--- config.mk ---
export PLATFORM = sky130hd
export DESIGN_NAME = multicycle_ctrl_flat
export DESIGN_NICKNAME = d
export VERILOG_FILES = /design/src/rtl/rv_ctrl_pkg.sv /design/src/rtl/multicycle_ctrl_if.sv /design/src/rtl/mem_wait_timer.sv /design/src/rtl/multicycle_ctrl.sv /design/src/flat_wrapper.sv
export SDC_FILE = /design/constraint.sdc
export NUM_CORES = 1
export LEC_CHECK = 0
export CORE_MARGIN = 2
export CORE_UTILIZATION = 35
export DETAILED_ROUTE_END_ITERATION = 7
export PLACE_DENSITY_LB_ADDON = 0.25
export SLEW_MARGIN = 5
export SYNTH_ARGS = -nofsm -noshare
export SYNTH_HDL_FRONTEND = slang
export SYNTH_SLANG_ARGS = --single-unit
--- constraint.sdc ---
create_clock -name clk -period 1.75 [get_ports clk]
set_input_delay 0.175 -clock clk [delete_from_list [all_inputs] [get_ports clk]]
set_output_delay 0.175 -clock clk [all_outputs]
set_load 0.01 [all_outputs]
--- src/rtl/rv_ctrl_pkg.sv ---
// Shared encodings for the multi-cycle RV32 subset controller: opcodes, FSM states and
// datapath select codes that the ALU control decoder and datapath agree on.
package rv_ctrl_pkg;

    localparam logic [6:0] OpRType  = 7'b0110011;
    localparam logic [6:0] OpLoad   = 7'b0000011;
    localparam logic [6:0] OpStore  = 7'b0100011;
    localparam logic [6:0] OpBranch = 7'b1100011;

    typedef enum logic [3:0] {
        StFetch  = 4'd0,
        StDecode = 4'd1,
        StMemAdr = 4'd2,
        StMemRd  = 4'd3,
        StMemWb  = 4'd4,
        StMemWr  = 4'd5,
        StExec   = 4'd6,
        StAluWb  = 4'd7,
        StBranch = 4'd8,
        StTrap   = 4'd9
    } state_e;

    localparam logic [1:0] AluOpAdd   = 2'b00;
    localparam logic [1:0] AluOpSub   = 2'b01;
    localparam logic [1:0] AluOpFunct = 2'b10;

    localparam logic [1:0] SrcAPc    = 2'b00;
    localparam logic [1:0] SrcAReg   = 2'b01;
    localparam logic [1:0] SrcAOldPc = 2'b10;

    localparam logic [1:0] SrcBReg  = 2'b00;
    localparam logic [1:0] SrcBFour = 2'b01;
    localparam logic [1:0] SrcBImm  = 2'b10;

    localparam logic PcSrcAlu    = 1'b0;
    localparam logic PcSrcAluOut = 1'b1;

    localparam logic [1:0] CauseNone    = 2'b00;
    localparam logic [1:0] CauseIllegal = 2'b01;
    localparam logic [1:0] CauseTimeout = 2'b10;

    // States that hold a memory request open until mem_ready.
    function automatic logic is_mem_state(state_e s);
        return (s == StFetch) || (s == StMemRd) || (s == StMemWr);
    endfunction

endpackage

--- src/rtl/multicycle_ctrl_if.sv ---
// Control bundle between the multi-cycle controller (master) and the shared datapath (slave).
interface multicycle_ctrl_if;

    logic [6:0] opcode;
    logic       zero;
    logic       mem_ready;
    logic       pc_write;
    logic       ir_write;
    logic       mem_read;
    logic       mem_write;
    logic       i_or_d;
    logic [1:0] alu_src_a;
    logic [1:0] alu_src_b;
    logic [1:0] alu_op;
    logic       pc_src;
    logic       reg_write;
    logic       mem_to_reg;
    logic       retire;
    logic       trap;
    logic [1:0] trap_cause;

    modport master (
        input  opcode, zero, mem_ready,
        output pc_write, ir_write, mem_read, mem_write, i_or_d, alu_src_a, alu_src_b,
               alu_op, pc_src, reg_write, mem_to_reg, retire, trap, trap_cause
    );

    modport slave (
        output opcode, zero, mem_ready,
        input  pc_write, ir_write, mem_read, mem_write, i_or_d, alu_src_a, alu_src_b,
               alu_op, pc_src, reg_write, mem_to_reg, retire, trap, trap_cause
    );

endinterface

--- src/rtl/mem_wait_timer.sv ---
// Stall watchdog: counts cycles spent waiting on mem_ready and flags the last allowed one.
module mem_wait_timer #(
    parameter int unsigned TIMEOUT = 255
) (
    input  logic clk,
    input  logic rst,
    input  logic clear,
    input  logic enable,
    output logic expired
);

    localparam int unsigned TCW = (TIMEOUT == 0) ? 1 : $clog2(TIMEOUT + 1);

    logic [TCW-1:0] count_q;

    always_ff @(posedge clk) begin
        if (rst || clear) begin
            count_q <= '0;
        end else if (enable && (TIMEOUT != 0)) begin
            count_q <= count_q + TCW'(1);
        end
    end

    // Fires on the wait cycle that brings the count to TIMEOUT; TIMEOUT=0 disables it.
    assign expired = (TIMEOUT != 0) && enable && (count_q == TCW'(TIMEOUT - 1));

endmodule

--- src/rtl/multicycle_ctrl.sv ---
// Main control FSM of the multi-cycle RV32 subset core (ADD/SUB/AND/OR, LW, SW, BEQ).
module multicycle_ctrl
    import rv_ctrl_pkg::*;
#(
    parameter int unsigned TIMEOUT = 255
) (
    input  logic               clk,
    input  logic               rst,
    multicycle_ctrl_if.master  bus
);

    state_e     state_q, state_d;
    logic [1:0] cause_q, cause_d;
    logic       waiting;
    logic       expired;

    assign waiting = is_mem_state(state_q) && !bus.mem_ready;

    mem_wait_timer #(
        .TIMEOUT(TIMEOUT)
    ) u_timer (
        .clk     (clk),
        .rst     (rst),
        .clear   (!waiting),
        .enable  (waiting),
        .expired (expired)
    );

    always_ff @(posedge clk) begin
        if (rst) begin
            state_q <= StFetch;
            cause_q <= CauseNone;
        end else begin
            state_q <= state_d;
            cause_q <= cause_d;
        end
    end

    always_comb begin
        state_d = state_q;
        cause_d = cause_q;
        case (state_q)
            StFetch, StMemRd, StMemWr: begin
                if (bus.mem_ready) begin
                    state_d = (state_q == StFetch) ? StDecode :
                              (state_q == StMemRd) ? StMemWb  : StFetch;
                end else if (expired) begin
                    state_d = StTrap;
                    cause_d = CauseTimeout;
                end
            end
            StDecode: begin
                case (bus.opcode)
                    OpLoad, OpStore: state_d = StMemAdr;
                    OpRType:         state_d = StExec;
                    OpBranch:        state_d = StBranch;
                    default: begin
                        state_d = StTrap;
                        cause_d = CauseIllegal;
                    end
                endcase
            end
            StMemAdr: state_d = (bus.opcode == OpLoad) ? StMemRd : StMemWr;
            StMemWb:  state_d = StFetch;
            StExec:   state_d = StAluWb;
            StAluWb:  state_d = StFetch;
            StBranch: state_d = StFetch;
            StTrap:   state_d = StTrap;
            default:  state_d = StFetch;
        endcase
    end

    logic       pc_write, ir_write, mem_read, mem_write, i_or_d;
    logic [1:0] alu_src_a, alu_src_b, alu_op;
    logic       pc_src, reg_write, mem_to_reg, retire, trap;
    logic [1:0] trap_cause;

    always_comb begin
        pc_write   = 1'b0;
        ir_write   = 1'b0;
        mem_read   = 1'b0;
        mem_write  = 1'b0;
        i_or_d     = 1'b0;
        alu_src_a  = SrcAPc;
        alu_src_b  = SrcBReg;
        alu_op     = AluOpAdd;
        pc_src     = PcSrcAlu;
        reg_write  = 1'b0;
        mem_to_reg = 1'b0;
        retire     = 1'b0;
        trap       = 1'b0;
        trap_cause = CauseNone;
        // Reset masks everything so an aborted access cannot write or retire.
        if (!rst) begin
            case (state_q)
                StFetch: begin
                    mem_read  = 1'b1;
                    alu_src_b = SrcBFour;
                    ir_write  = bus.mem_ready;
                    pc_write  = bus.mem_ready;
                end
                StDecode: begin
                    alu_src_a = SrcAOldPc;
                    alu_src_b = SrcBImm;
                end
                StMemAdr: begin
                    alu_src_a = SrcAReg;
                    alu_src_b = SrcBImm;
                end
                StMemRd: begin
                    mem_read = 1'b1;
                    i_or_d   = 1'b1;
                end
                StMemWb: begin
                    reg_write  = 1'b1;
                    mem_to_reg = 1'b1;
                    retire     = 1'b1;
                end
                StMemWr: begin
                    mem_write = 1'b1;
                    i_or_d    = 1'b1;
                    retire    = bus.mem_ready;
                end
                StExec: begin
                    alu_src_a = SrcAReg;
                    alu_op    = AluOpFunct;
                end
                StAluWb: begin
                    reg_write = 1'b1;
                    retire    = 1'b1;
                end
                StBranch: begin
                    alu_src_a = SrcAReg;
                    alu_op    = AluOpSub;
                    pc_src    = PcSrcAluOut;
                    pc_write  = bus.zero;
                    retire    = 1'b1;
                end
                StTrap: begin
                    trap       = 1'b1;
                    trap_cause = cause_q;
                end
                default: ;
            endcase
        end
    end

    assign bus.pc_write   = pc_write;
    assign bus.ir_write   = ir_write;
    assign bus.mem_read   = mem_read;
    assign bus.mem_write  = mem_write;
    assign bus.i_or_d     = i_or_d;
    assign bus.alu_src_a  = alu_src_a;
    assign bus.alu_src_b  = alu_src_b;
    assign bus.alu_op     = alu_op;
    assign bus.pc_src     = pc_src;
    assign bus.reg_write  = reg_write;
    assign bus.mem_to_reg = mem_to_reg;
    assign bus.retire     = retire;
    assign bus.trap       = trap;
    assign bus.trap_cause = trap_cause;

endmodule

--- src/flat_wrapper.sv ---
// flat-port wrapper written by rule: the top's interface ports become plain ports
module multicycle_ctrl_flat import rv_ctrl_pkg::*;
#(
    parameter int unsigned TIMEOUT = 255
)
  (clk, rst, bus_opcode, bus_zero, bus_mem_ready, bus_pc_write, bus_ir_write, bus_mem_read, bus_mem_write, bus_i_or_d, bus_alu_src_a, bus_alu_src_b, bus_alu_op, bus_pc_src, bus_reg_write, bus_mem_to_reg, bus_retire, bus_trap, bus_trap_cause);
  multicycle_ctrl_if bus_i ();
  input  logic clk;
  input  logic rst;
  input wire logic [$bits(bus_i.opcode)-1:0] bus_opcode;
  input wire logic [$bits(bus_i.zero)-1:0] bus_zero;
  input wire logic [$bits(bus_i.mem_ready)-1:0] bus_mem_ready;
  output wire logic [$bits(bus_i.pc_write)-1:0] bus_pc_write;
  output wire logic [$bits(bus_i.ir_write)-1:0] bus_ir_write;
  output wire logic [$bits(bus_i.mem_read)-1:0] bus_mem_read;
  output wire logic [$bits(bus_i.mem_write)-1:0] bus_mem_write;
  output wire logic [$bits(bus_i.i_or_d)-1:0] bus_i_or_d;
  output wire logic [$bits(bus_i.alu_src_a)-1:0] bus_alu_src_a;
  output wire logic [$bits(bus_i.alu_src_b)-1:0] bus_alu_src_b;
  output wire logic [$bits(bus_i.alu_op)-1:0] bus_alu_op;
  output wire logic [$bits(bus_i.pc_src)-1:0] bus_pc_src;
  output wire logic [$bits(bus_i.reg_write)-1:0] bus_reg_write;
  output wire logic [$bits(bus_i.mem_to_reg)-1:0] bus_mem_to_reg;
  output wire logic [$bits(bus_i.retire)-1:0] bus_retire;
  output wire logic [$bits(bus_i.trap)-1:0] bus_trap;
  output wire logic [$bits(bus_i.trap_cause)-1:0] bus_trap_cause;
  assign bus_i.opcode = bus_opcode;
  assign bus_i.zero = bus_zero;
  assign bus_i.mem_ready = bus_mem_ready;
  assign bus_pc_write = bus_i.pc_write;
  assign bus_ir_write = bus_i.ir_write;
  assign bus_mem_read = bus_i.mem_read;
  assign bus_mem_write = bus_i.mem_write;
  assign bus_i_or_d = bus_i.i_or_d;
  assign bus_alu_src_a = bus_i.alu_src_a;
  assign bus_alu_src_b = bus_i.alu_src_b;
  assign bus_alu_op = bus_i.alu_op;
  assign bus_pc_src = bus_i.pc_src;
  assign bus_reg_write = bus_i.reg_write;
  assign bus_mem_to_reg = bus_i.mem_to_reg;
  assign bus_retire = bus_i.retire;
  assign bus_trap = bus_i.trap;
  assign bus_trap_cause = bus_i.trap_cause;
  multicycle_ctrl #(.TIMEOUT(TIMEOUT)) u_core (.clk(clk), .rst(rst), .bus(bus_i));
endmodule
==> reports/metrics.csv, run 1 <==
stage;metric;value;unit
worst_setup_path;cp_num_buf_inv;1;
route;wire_per_inst;13.0;um
power;p_sw_share;38.1;%
finish;flow.area_growth_from_synthesis;63.3;%
route;drc_errors;0;
worst_setup_path;cp_data_arrival_time;1940;ps
timing;post-route-min-period;1740;ps
clock_network;clkSlewWorstSetupHoldPaths;80;ps
grt;via_count_of_the_first_global_routing_pass;921;
timing;worst-slew-pin-transition;311;ps
route;drtPass1Iterations;4;
place;globalplace.congestion;0.755;
timing;setup_ws;7.39;ps
worst_setup_path;cp_data_required_time;1950;ps
clock_network;cts_htree_levels;1;
place;hpwlAfterDp;1920;um
hold_path;hold_path_startpoint;u_core.cause_q[1];
hold_path;min_path_type;flip-flop to flip-flop;
power;power.leakage;0.637;nW
finish;final_cells;199;
grt;aggregate_global_routing_overflow;0;
worst_setup_path;reg2reg_to;u_core.state_q[2];
worst_setup_path;criticalPathCategory;flip-flop to flip-flop;
route;antenna_left;0;
grt;grt.met2_usage;36.3;%
grt;global_route.usage.met3;3.23;%
route;drtIter0Drc;25;
logic_synthesis;ys.warnings.count;0;
floorplan;core-area;2480;um2
logic_synthesis;yosysSeqAreaShare;30.8;%
power;power.sequential.fraction;28.9;%
timing;hold_violations;0;
clock_network;root_buffer;sky130_fd_sc_hd__clkbuf_4;
worst_setup_path;critical_path.reg2reg.startpoint;u_core.state_q[2];
floorplan;io-pin-count;29;
worst_setup_path;setup.worst_path.end_class;flip-flop;
power;part_of_the_power_in_combinational_logic;58.1;%
logic_synthesis;synth-seq-cells;14;
worst_setup_path;worstPathCellList;buf_6 > or4_4 > o22ai_4 > a21boi_4 > o22ai_1 > a31oi_1;
power;switch_pwr;0.000518;W
logic_synthesis;mappedNetlistNets;132;
finish;nets;184;
route;routed_wirelength;2580;um
place;port_buffers;28;
place;placed_area;1370;um2
grt;global_route.peak_usage_layer;met2;
hold_path;whs_path_depth;2;
timing;unrepaired_setup_endpoints_after_global_routing;yes;
grt;global_route_wire_length_before_repair;3930;um
floorplan;start_util;36.8;%
power;share_clk_of_total_power;13.0;%
logic_synthesis;biggest_area_contributors_in_the_synthesized_netlist;sky130_fd_sc_hd__dfxtp_1 31%, sky130_fd_sc_hd__nor2_1 7.4%, sky130_fd_sc_hd__a21oi_1 4.9%;
logic_synthesis;post_synth.cell_area_avg;7.65;um2
power;vdd_drop_max;585;uV
timing;period_share;99.6;%
grt;grt_use_met1;19.2;%
place;place_inst;193;
hold_path;holdPathEnd;u_core.cause_q[1];
floorplan;floorplan.die.width;55.0;um
clock_network;cts-hold-fix-buffers;0;
logic_synthesis;combinational_family_with_the_most_area_after_synthesis;simple AND/OR/NAND/NOR gates;
grt;initial_antenna_violation_count;0;
logic_synthesis;postSynth.asyncResetShare;0;%
worst_setup_path;timing.reg2reg.setup_slack;7;ps
route;vias;1050;
logic_synthesis;synth_simple_gate_area_share;33.4;%
timing;final_max_slew_viol_count;0;
worst_setup_path;timing.critical_path.fanout_max;5;
grt;track_usage;18.0;%
timing;finalSetupViolCount;0;
timing;slew-limit-headroom;79.1;%
logic_synthesis;synth_area;911;um2
logic_synthesis;synth.lib_cells_used.distinct;40;
logic_synthesis;post_synthesis_compound_gate_area_fraction;20.6;%
finish;final_cell_area;1490;um2
logic_synthesis;yosys-mux-area-fraction;0;%
job;max-cap-violations;0;
clock_network;cts_buffers;3;
timing;timing.setup.tns;0;ps
status;status;complete, no violations;
finish;num-fill-cells;231;
worst_setup_path;dominant_delay_contributor_by_cell_family_on_the_critical_path;compound AO/OA/AOI/OAI gates;
logic_synthesis;synthesis.instances;119;
logic_synthesis;synth_enable_flop_cells;0;
logic_synthesis;synth_top_cell_area_share;30.8;%
clock_network;cts_max_path_buffers;2;
power;int_power;0.000841;W
power;power_density;913;nW/um2
timing;max_freq;574;MHz
worst_setup_path;reg2regPathDepth;6;
worst_setup_path;cp_slowest_stage_delay;520;ps
clock_network;cts_tree;done;
floorplan;floorplan.die.height;55.0;um
logic_synthesis;synth-xor-area-share;6.73;%
floorplan;std_cell_rows;18;
place;place_worst_setup_slack;-388;ps
floorplan;floorplan.die_area;3030;um2
finish;fraction_of_final_layout_cells_with_drive_strength_greater_than_1;35.5;%
timing;final.setup_skew;0.549;ps
grt;grt_start_max_net_pins;17;
worst_setup_path;worst_path_max_delay_cell;sky130_fd_sc_hd__or4_4;
clock_network;cts.sinks;14;
logic_synthesis;synth_ff_type;sky130_fd_sc_hd__dfxtp_1;
logic_synthesis;synth.largest_area_cell;sky130_fd_sc_hd__dfxtp_1;
clock_network;worstSkewPairLatency;270;ps
finish;diode_count;0;
route;post_drt_via_cell_ratio;5.28;
worst_setup_path;setup.worst_path.start_class;flip-flop;
logic_synthesis;yosys.area_share.adder;3.85;%
==> flip-flops by register name (all words and copies together), names as in the netlist <==
name,count
u_core.state_q,4
u_core.cause_q,2
u_core.u_timer.count_q,8
==> Yosys cell counts, drive strengths merged, types with 3 or more instances <==
| cell type | count |
|---|---|
| xor2 | 5 |
| and2 | 4 |
| inv | 4 |
| nand2b | 5 |
| nor3 | 5 |
| nor4 | 3 |
| nand3 | 4 |
| nand4 | 3 |
| nor2 | 18 |
| clkbuf | 6 |
| dfxtp | 14 |
| nand2 | 4 |
| a21oi | 9 |
==> final cells by class <==
cell class	instances	area, um2	area share [%]
clock buffer	3	22.5	1.51
tap	30	37.5	2.52
sequential	14	285	19.2
timing repair buffer	54	450	30.3
inverter	4	15.0	1.01
multi-input combinational	94	677	45.5
==> cells in the final DEF (no fill, tap or decap), drive strengths merged, types with 2 or more instances in the layout <==
master	instances
clkdlybuf4s50	10
ha	2
and3	2
o21bai	2
o21ai	2
clkbuf	7
nand3	4
nand4	3
a21oi	9
nor3	5
nand2	4
clkdlybuf4s15	4
buf	31
o22ai	2
nor2	18
dfxtp	14
xor2	5
xnor2	2
o21a	2
or2	2
a31oi	2
nand2b	5
nor4	3
inv	4
dlygate4sd2	4
and2	4
==> power by group through the flow <==
stage | sequential [W] | clock, W | combinational [W]
6_report | 0.000393 | 0.000176 | 0.000789
5_1_grt | 0.000400 | 0.000200 | 0.000848
4_1_cts | 0.000385 | 0.000186 | 0.000711
3_5_place_dp | 0.000393 | 0 | 0.000697
3_3_place_gp | 0.000391 | 0 | 0.000688
2_1_floorplan | 0.000390 | 0 | 0.000357
==> how the worst max path moves through the flow <==
stage	startpoint	end	slack [ps]	depth (start not counted)
floorplan	u_core.state_q[2]	bus_pc_write	140	4
global placement	rst	bus_pc_write	-340	6
detailed placement	rst	bus_pc_write	-390	6
CTS	u_core.state_q[2]	bus_alu_src_b[0]	-230	4
global route	u_core.state_q[2]	u_core.state_q[2]	-60	6
finish	u_core.state_q[2]	u_core.state_q[2]	7	6
==> cells by family after synthesis <==
family	count (synthesis)
adder cells (fa/ha/maj)	3
AND/OR/NAND/NOR	57
buffers and inverters	11
AO/OA/AOI/OAI	27
XOR/XNOR	7
flip-flops	14
==> repair_timing <==
| item | CTS | global route |
|---|---|---|
| gates resized for setup | 40 | 33 |
| endpoints found under the setup margin | 19 | 25 |
| pin swaps | 1 | 6 |
| setup buffers | 2 | 1 |
==> routing by layer <==
layer | wire, um | part of all wire (%)
met1 | 1030 | 40
met4 | 0 | 0
met5 | 0 | 0
met3 | 136 | 5.3
met2 | 1410 | 55
==> per-stage QoR <==
step | util (%) | total power (W) | hold slack (ps)
final | 60.1 | 0.00136 | 457
after floorplan | - | 0.000747 | 348
after detailed placement | 55.5 | 0.00109 | 444
after global routing | 60.1 | 0.00145 | 487
after global placement | 55.5 | 0.00108 | 440
after CTS | 57.5 | 0.00128 | 455
==> worst min-delay path: cells and delay by family (launching register included) <==
| family | cells | cell delay, ps |
|---|---|---|
| and+or+nand+nor | 1 | 50 |
| AOI/OAI and AO/OA | 1 | 50 |
| DFF | 1 | 310 |
Power figures use the tool's default switching activity.
==> run 2: changes to the inputs <==
--- a/config.mk
+++ b/config.mk
@@ -8,8 +8,8 @@
 export CORE_MARGIN = 2
 export CORE_UTILIZATION = 35
 export DETAILED_ROUTE_END_ITERATION = 7
-export PLACE_DENSITY_LB_ADDON = 0.25
-export SLEW_MARGIN = 5
+export PLACE_DENSITY = 0.65
+export SLEW_MARGIN = 20
 export SYNTH_ARGS = -nofsm -noshare
 export SYNTH_HDL_FRONTEND = slang
 export SYNTH_SLANG_ARGS = --single-unit
==> reports/metrics.csv, run 2 (synthesis results as in run 1) <==
stage;metric;value;unit;change
status;status;finished, violations left;;was complete, no violations
status;failed_checks;negative setup slack;;
worst_setup_path;cp_slowest_stage_delay;510;ps;was 520 ps
worst_setup_path;worst_path_max_delay_cell;sky130_fd_sc_hd__or4_4;;unchanged
power;power.leakage;0.693;nW;was 0.637 nW
worst_setup_path;setup.worst_path.end_class;flip-flop;;unchanged
finish;diode_count;0;;unchanged
route;vias;1127;;was 1050
power;p_sw_share;37.0;%;was 38.1%
power;int_power;0.000960;W;was 0.000841 W
power;part_of_the_power_in_combinational_logic;57.3;%;was 58.1%
timing;finalSetupViolCount;2;;was 0
timing;setup_ws;-36.6;ps;was 7.39 ps
worst_setup_path;criticalPathCategory;flip-flop to flip-flop;;unchanged
job;max-cap-violations;0;;unchanged
floorplan;floorplan.die.height;55.0;um;unchanged
hold_path;min_path_type;flip-flop to flip-flop;;unchanged
clock_network;cts.sinks;14;;unchanged
place;globalplace.congestion;0.788;;was 0.755
clock_network;cts_htree_levels;1;;unchanged
place;port_buffers;28;;unchanged
route;antenna_left;0;;unchanged
route;drtIter0Drc;22;;was 25
route;wire_per_inst;14.1;um;was 13.0 um
place;placed_area;1440;um2;was 1370 um2
route;drtPass1Iterations;4;;unchanged
clock_network;cts_max_path_buffers;2;;unchanged
timing;period_share;102;%;was 99.6%
grt;global_route_wire_length_before_repair;4110;um;was 3930 um
clock_network;cts-hold-fix-buffers;0;;unchanged
route;drc_errors;0;;unchanged
clock_network;worstSkewPairLatency;290;ps;was 270 ps
worst_setup_path;cp_data_required_time;1950;ps;about the same
worst_setup_path;worstPathCellList;buf_6 > or4_4 > o22ai_4 > a21boi_4 > buf_6 > nand3b_1 > o31ai_2;;was buf_6 > or4_4 > o22ai_4 > a21boi_4 > o22ai_1 > a31oi_1
worst_setup_path;cp_data_arrival_time;1980;ps;was 1940 ps
timing;unrepaired_setup_endpoints_after_global_routing;yes;;unchanged
worst_setup_path;timing.critical_path.fanout_max;4;;was 5
timing;worst-slew-pin-transition;424;ps;was 311 ps
finish;layout_commonest_cell;sky130_fd_sc_hd__buf_4;;unchanged
timing;final_max_slew_viol_count;0;;unchanged
clock_network;root_buffer;sky130_fd_sc_hd__clkbuf_4;;unchanged
place;place_worst_setup_slack;-340;ps;was -388 ps
finish;largest_register_ff_count;8;;unchanged
timing;slew-limit-headroom;71.5;%;was 79.1%
power;power_density;982;nW/um2;was 913 nW/um2
finish;fraction_of_final_layout_cells_with_drive_strength_greater_than_1;42.0;%;was 35.5%
finish;max_flop_register;u_core.u_timer.count_q;;unchanged
power;switch_pwr;0.000563;W;was 0.000518 W
finish;largest_registers;u_core.u_timer.count_q (8), u_core.state_q (4), u_core.cause_q (2);;unchanged
floorplan;std_cell_rows;18;;unchanged
finish;layout.cells.most_common_list;34 x sky130_fd_sc_hd__buf_4, 18 x sky130_fd_sc_hd__nor2_1, 10 x sky130_fd_sc_hd__clkdlybuf4s50_1, 10 x sky130_fd_sc_hd__dfxtp_1, 9 x sky130_fd_sc_hd__a21oi_1;;was 22 x sky130_fd_sc_hd__buf_4, 17 x sky130_fd_sc_hd__nor2_1, 10 x sky130_fd_sc_hd__clkdlybuf4s50_1, 10 x sky130_fd_sc_hd__dfxtp_1, 9 x sky130_fd_sc_hd__a21oi_1
grt;initial_antenna_violation_count;0;;unchanged
power;power.sequential.fraction;27.0;%;was 28.9%
worst_setup_path;most_repeated_library_cell_on_the_critical_path;sky130_fd_sc_hd__buf_6;;
clock_network;cts_buffers;3;;unchanged
floorplan;floorplan.die.width;55.0;um;unchanged
timing;post-route-min-period;1790;ps;was 1740 ps
grt;grt_start_max_net_pins;12;;was 17
floorplan;start_util;36.8;%;unchanged
floorplan;core-area;2480;um2;unchanged
power;vdd_drop_max;671;uV;was 585 uV
floorplan;io-pin-count;29;;unchanged
grt;track_usage;18.8;%;was 18.0%
grt;aggregate_global_routing_overflow;0;;unchanged
finish;final_cell_area;1550;um2;was 1490 um2
power;share_clk_of_total_power;15.7;%;was 13.0%
worst_setup_path;setup.worst_path.start_class;flip-flop;;unchanged
clock_network;clkSlewWorstSetupHoldPaths;90;ps;was 80 ps
timing;final.setup_skew;7.84;ps;was 0.549 ps
route;post_drt_via_cell_ratio;5.34;;was 5.28
grt;via_count_of_the_first_global_routing_pass;944;;was 921
place;hpwlAfterDp;2000;um;was 1920 um
timing;hold_violations;0;;unchanged
route;routed_wirelength;2970;um;was 2580 um
clock_network;cts_tree;done;;unchanged
finish;flow.area_growth_from_synthesis;70.3;%;was 63.3%
floorplan;floorplan.die_area;3030;um2;unchanged
finish;nets;195;;was 184
timing;max_freq;560;MHz;was 574 MHz
run 2: routing by layer:
layer	global-route usage, %	vias to the layer above	part of all wire (%)
met1	22.9	539	42
met4	3.66	0	1.0
met2	34.5	30	52
met5	0	-	0
li1	-	554	-
met3	3.23	4	4.7
run 2: worst max-delay path: cells and delay by family (launching register included):
| kind | cells | cell delay (ps) |
|---|---|---|
| DFF | 1 | 350 |
| and+or+nand+nor | 2 | 590 |
| AOI/OAI and AO/OA | 3 | 510 |
| buffers and inverters | 2 | 250 |
run 2: path summary, 6_finish.rpt:
kind	cells after the start	from	slack [ps]	to
setup / recovery	7	u_core.state_q[2]	-40	u_core.state_q[0]
hold / removal	2	u_core.cause_q[0]	460	u_core.cause_q[0]
setup reg to reg	7	u_core.state_q[2]	-40	u_core.state_q[0]
hold reg to reg	2	u_core.cause_q[0]	460	u_core.cause_q[0]
run 2: repair_timing:
item | CTS | global route
buffers inserted | 1 | 4
gates resized for setup | 49 | 33
endpoints found under the setup margin | 20 | 24
pin swaps | 4 | 7
run 2: cell type report:
type                       instances  area, um2
multi-input combinational         94        677
inverter                           4       15.0
tap                               30       37.5
sequential                        14        290
clock buffer                       4       36.3
timing repair buffer              65        495
fill                             229        926
run 2: per-stage QoR:
stage	TNS [ps]	cells	power [W]	util (%)	hold WS [ps]
floorplan	0	119	0.000747	-	348
global placement	-3750	202	0.00114	58.2	440
detailed placement	-4500	202	0.00114	58.2	442
CTS	-64.5	207	0.00142	61.3	456
global route	-454	211	0.00162	62.6	475
finish	-73.2	211	0.00152	62.6	456
run 2: power groups by stage:
stage	clock, W	combinational (W)	sequential [W]
final	0.000239	0.000872	0.000412
after global routing	0.000259	0.000946	0.000416
after CTS	0.000245	0.000771	0.000400
after detailed placement	0	0.000743	0.000401
after global placement	0	0.000741	0.000402
after floorplan	0	0.000357	0.000390
